[src/rtl/ff_nn_layer_seq.sv]
// Time-multiplexed fully-connected layer: a single signed MAC walks every
// neuron's weights in turn, then a step activation produces one bit per neuron.
module ff_nn_layer_seq #(
  parameter int N_IN  = 4,
  parameter int N_OUT = 2,
  parameter int XW    = 8,
  parameter int WW    = 8,
  localparam int AW    = $clog2(N_OUT*(N_IN+1)),
  localparam int ACC_W = XW+WW+$clog2(N_IN+1)+1
) (
  input  logic                    CLK,
  input  logic                    RST,
  input  logic [N_IN*XW-1:0]      x_flat,
  input  logic                    in_valid,
  output logic                    in_ready,
  input  logic                    w_we,
  input  logic [AW-1:0]           w_addr,
  input  logic [WW-1:0]           w_data,
  output logic [N_OUT-1:0]        y,
  output logic signed [ACC_W-1:0] acc_last,
  output logic                    out_valid,
  input  logic                    out_ready,
  output logic [1:0]              fsm_state
);

  localparam int NCOEF = N_OUT*(N_IN+1);
  localparam int KW    = (N_IN  > 1) ? $clog2(N_IN)  : 1;
  localparam int JW    = (N_OUT > 1) ? $clog2(N_OUT) : 1;

  typedef enum logic [1:0] {IDLE = 2'd0, COMPUTE = 2'd1, DONE = 2'd2} state_t;

  state_t                   state, state_nxt;
  logic [KW-1:0]            k;
  logic [JW-1:0]            j;
  logic [N_IN*XW-1:0]       x_reg;
  logic signed [WW-1:0]     coef [NCOEF];
  logic signed [ACC_W-1:0]  acc, prod, sum_base, sum_next;
  logic [XW-1:0]            xk;
  logic signed [WW-1:0]     wk, bj;
  logic [AW-1:0]            w_idx, b_idx;
  logic                     last_k, last_j, coef_wr_ok;

  // Handshakes: a transfer happens on a rising edge where valid && ready are
  // both high; valid never depends on ready, and the producer holds its data
  // stable while valid is high and ready is low.

  always_ff @(posedge CLK or posedge RST) begin
    if (RST) state <= IDLE;
    else     state <= state_nxt;
  end

  always_comb begin
    state_nxt = state;
    case (state)
      IDLE:    if (in_valid)         state_nxt = COMPUTE;
      COMPUTE: if (last_k && last_j) state_nxt = DONE;
      DONE:    if (out_ready)        state_nxt = IDLE;
      default:                       state_nxt = IDLE;
    endcase
  end

  always_comb begin
    in_ready  = (state == IDLE);
    out_valid = (state == DONE);
    fsm_state = state;
  end

  // Operand fetch and MAC; the k==0 step seeds the sum with the bias.
  always_comb begin
    w_idx    = AW'(int'(j)*(N_IN+1) + int'(k));
    b_idx    = AW'(int'(j)*(N_IN+1) + N_IN);
    xk       = x_reg[XW*k +: XW];
    wk       = coef[w_idx];
    bj       = coef[b_idx];
    prod     = ACC_W'(signed'({1'b0, xk})) * ACC_W'(wk);
    sum_base = (k == '0) ? ACC_W'(bj) : acc;
    sum_next = sum_base + prod;
    last_k   = (k == KW'(N_IN-1));
    last_j   = (j == JW'(N_OUT-1));
    coef_wr_ok = w_we && (state != COMPUTE) && (int'(w_addr) < NCOEF);
  end

  always_ff @(posedge CLK or posedge RST) begin
    if (RST) begin
      x_reg    <= '0;
      j        <= '0;
      k        <= '0;
      acc      <= '0;
      y        <= '0;
      acc_last <= '0;
      for (int n = 0; n < NCOEF; n++) coef[n] <= '0;
    end else begin
      if (coef_wr_ok) coef[w_addr] <= w_data;
      case (state)
        IDLE: begin
          if (in_valid) begin
            x_reg <= x_flat;
            j     <= '0;
            k     <= '0;
          end
        end
        COMPUTE: begin
          acc <= sum_next;
          if (last_k) begin
            for (int n = 0; n < N_OUT; n++)
              if (n == int'(j)) y[n] <= (sum_next > 0);
            if (last_j) acc_last <= sum_next;
            k <= '0;
            j <= j + 1'b1;
          end else begin
            k <= k + 1'b1;
          end
        end
        default: ;
      endcase
    end
  end

endmodule
[config.mk]
export PLATFORM = sky130hd
export DESIGN_NAME = ff_nn_layer_seq
export DESIGN_NICKNAME = d
export VERILOG_FILES = /design/src/rtl/ff_nn_layer_seq.sv
export SDC_FILE = /design/constraint.sdc
export NUM_CORES = 1
export LEC_CHECK = 0
export CAP_MARGIN = 20
export CORE_MARGIN = 4
export CORE_UTILIZATION = 50
export CTS_CLUSTER_DIAMETER = 40
export DETAILED_ROUTE_END_ITERATION = 16
export GPL_TIMING_DRIVEN = 0
export PLACE_DENSITY = 0.7
export SLEW_MARGIN = 20
export SYNTH_ARGS = -nofsm -noshare
export SYNTH_HDL_FRONTEND = slang
export SYNTH_SLANG_ARGS = --single-unit
[constraint.sdc]
create_clock -name CLK -period 8 [get_ports CLK]
set_clock_uncertainty 0.1 [all_clocks]
set_input_delay 1.6 -clock CLK [delete_from_list [all_inputs] [get_ports CLK]]
set_output_delay 1.6 -clock CLK [all_outputs]
set_load 0.02 [all_outputs]
==> summary.md <==
| Metric | Value |
|---|---|
| Slowest stage delay, CP | `540 ps` |
| R2R Path Start | `j` |
| Via count | `7072` |
| Sequential share of the synthesized area | `39.4%` |
| Yosys warns | `0` |
| TritonCTS clock tree | `yes` |
| Dpl hpwl | `17.3 mm` |
| Slew Limit Fails | `0` |
| Hold Path End | `x_reg[22]` |
| Slowest cell on crit path | `fa_1` |
| Mapped Cells | `942` |
| Largest net degree at the start of global routing | `85` |
| Post-synth EDFFs | `0` |
| 1st-iter DRT viols | `311` |
| R2r setup slk | `270 ps` |
| FF-to-FF path depth | `26` |
| HP Start | `x_reg[22]` |
| Hold crit path type | `reg -> reg` |
| Area grow syn2layout | `16.9%` |
| Worst path required time | `8190 ps` |
| Core area | `19700 µm²` |
| CP max FO | `10` |
| CP Class | `reg -> reg` |
| Share of cells above drive strength 1 | `15.7%` |
| TritonCTS Buffers | `17` |
| CTS H-tree lvls | `4` |
| Die width | `roughly 150 µm` |
| Worst-Skew Late Latency | `430 ps` |
| Syn avg cell area | `approximately 11 µm²` |
| Root Buffer Master | `clkbuf_16` |
| Post-synthesis register bit count | `between 150 and 200` |
| Most Frequent Cell on Critical Path | `fa_1` |
| First-pass iteration count of the detailed router | `5` |
| Vias/cell | `about 5.4` |
| Routability cong. | `between 0.8 and 0.9` |
| Total Routing Usage GR | `21.7%` |
| Die Ht | `approximately 150 µm` |
| Fin crit period | `approximately 7700 ps` |
| Layout Utilization | `60.1%` |
| Post-Syn Nets | `between 1000 and 1500` |
| GRT Residual Overflow | `0` |
| Hold Fails Final Rpt | `0` |
| Post-synth ARST share | `100%` |
| Crit path capture type | `register` |
| Tcrit/Tclk final | `96.6%` |
| Commonest non-fill, non-tap cell in the layout | `nand2_1` |
| RR Endpoint | `y[1]` |
| Synth Flop Type | `dfrtp_1` |
| Hold depth | `2` |
| Worst slack at placement | `-239 ps` |
| Starting Density | `between 50% and 60%` |
| Run status | `finished clean` |
| ANT cells | `0` |
| DRT Wirelength | `around 23 mm` |
| Core Rows | `between 50 and 60` |
| Slew at the pin closest to its max-slew limit | `806 ps` |
| Cell variety after synth | `47` |
| Commonest non-fill, non-tap cells in the layout | `nand2_1, dfrtp_1, mux2_2, inv_1, clkdlybuf4s50_1` |
| Port Buffers | `66` |
| Routed WL per cell | `17.5 µm` |
| Cts hold-fix bufs | `0` |
| Slew Limit Headroom | `a little under half` |
| Clk slew on worst S/H paths | `roughly 70 ps` |
| Cell Area, Synth | `10100 µm²` |
| Final setup vio count | `0` |
| Antenna-violating nets left | `0` |
| Crit start category | `register` |
| Worst-case clock buffer depth | `2` |
| Die area | `22600 µm²` |
| Initial antenna violation count | `0` |
| Achievable Freq | `129 MHz` |
| DRC Markers | `0` |
| Area leader, netlist | `dfrtp_1` |
| Synth top area cells | `dfrtp_1, fa_1, mux2_2` |
| I/O Pins | `75` |
| Clk sinks | `159` |
| Max FFs per register | `80` |
| First-pass GRT wire length | `38.5 mm` |
| Vias in the first global route | `about 7400` |
| Critical Path AT | `7910 ps` |
| Worst setup margin | `273 ps` |
| Nets@finish | `~1200` |
| Area share of the largest cell type after synthesis | `39.4%` |
| Max-capacitance violation count | `0` |
==> metal layers <==
| metal | global-route usage (%) | vias to the layer above | share of wire, % |
|---|---|---|---|
| li1 | - | 3345 | - |
| met1 | 29.8 | 3541 | 45 |
| met2 | 35.6 | 156 | 48 |
| met3 | 3.49 | 30 | 4.3 |
| met4 | 6.82 | 0 | 2.2 |
| met5 | 0 | - | 0 |
==> area by class of cell <==
class,count,area (µm²)
Buffer,44,188
Clock buffer,17,425
Clock inverter,15,189
Fill cell,1708,7840
Inverter,74,285
Multi-Input combinational cell,665,5710
Sequential cell,159,3980
Tap cell,265,332
Timing Repair Buffer,69,703
==> kinds of logic after synthesis <==
kind of cell    count (synthesis)  synth area share [%]
compound gates                106                  6.41
flops                         159                  39.4
simple gates                  292                  12.4
buf+inv                       118                  4.54
mux                           135                  17.3
fa+ha+maj                     116                  18.2
xor+xnor                       16                  1.76
==> worst max-delay path by stage <==
stage / startpoint / cells after the start / endpoint
floorplan: j / 25 / y[1]
global placement: RST / 2 / acc_last[15]
detailed placement: j / 24 / y[0]
CTS: j / 24 / y[1]
global route: j / 25 / y[1]
finish: j / 26 / y[1]
==> critical path: cells and delay by family (launching register included) <==
| family | cells | cell delay, ps |
|---|---|---|
| adders and majority gates | 8 | 3360 |
| and+or+nand+nor | 3 | 900 |
| DFF | 1 | 500 |
| buffers and inverters | 7 | 910 |
| xor gates and xnor gates | 1 | 360 |
| muxes | 2 | 510 |
| AOI/OAI and AO/OA | 5 | 900 |
==> stage by stage <==
stage,std cells,hold WS (ps),TNS [ps],cell area [µm²]
after floorplan,942,340,0,10100
after global placement,1273,354,-38410,11100
after detailed placement,1274,361,-473,11100
after CTS,1306,378,0,11800
after global routing,1308,399,-15.1,11800
final,1308,375,0,11800
==> cells in the mapped netlist (all sizes together), types with 3 or more instances <==
master	count
fa	52
xnor2	9
clkbuf	27
mux2	86
buf	17
nor2b	14
o21ai	49
and3	6
mux4	23
o22ai	5
or2	5
nor2	19
xor2	7
nor3	5
o31ai	6
nand3	6
o211ai	6
o21a	15
and2	10
inv	74
mux2i	26
a211oi	4
nand2	207
nand4	3
nand2b	11
ha	64
o22a	3
a21oi	13
dfrtp	159
==> timing repair <==
action,4_1_cts,5_1_grt
setup buffers,0,2
endpoints found under the setup margin,2,4
pin swaps,0,1
gates resized for setup,3,8
Power is not shown: default switching activity piles up to over one toggle a cycle in this logic, so the estimate is an artifact.
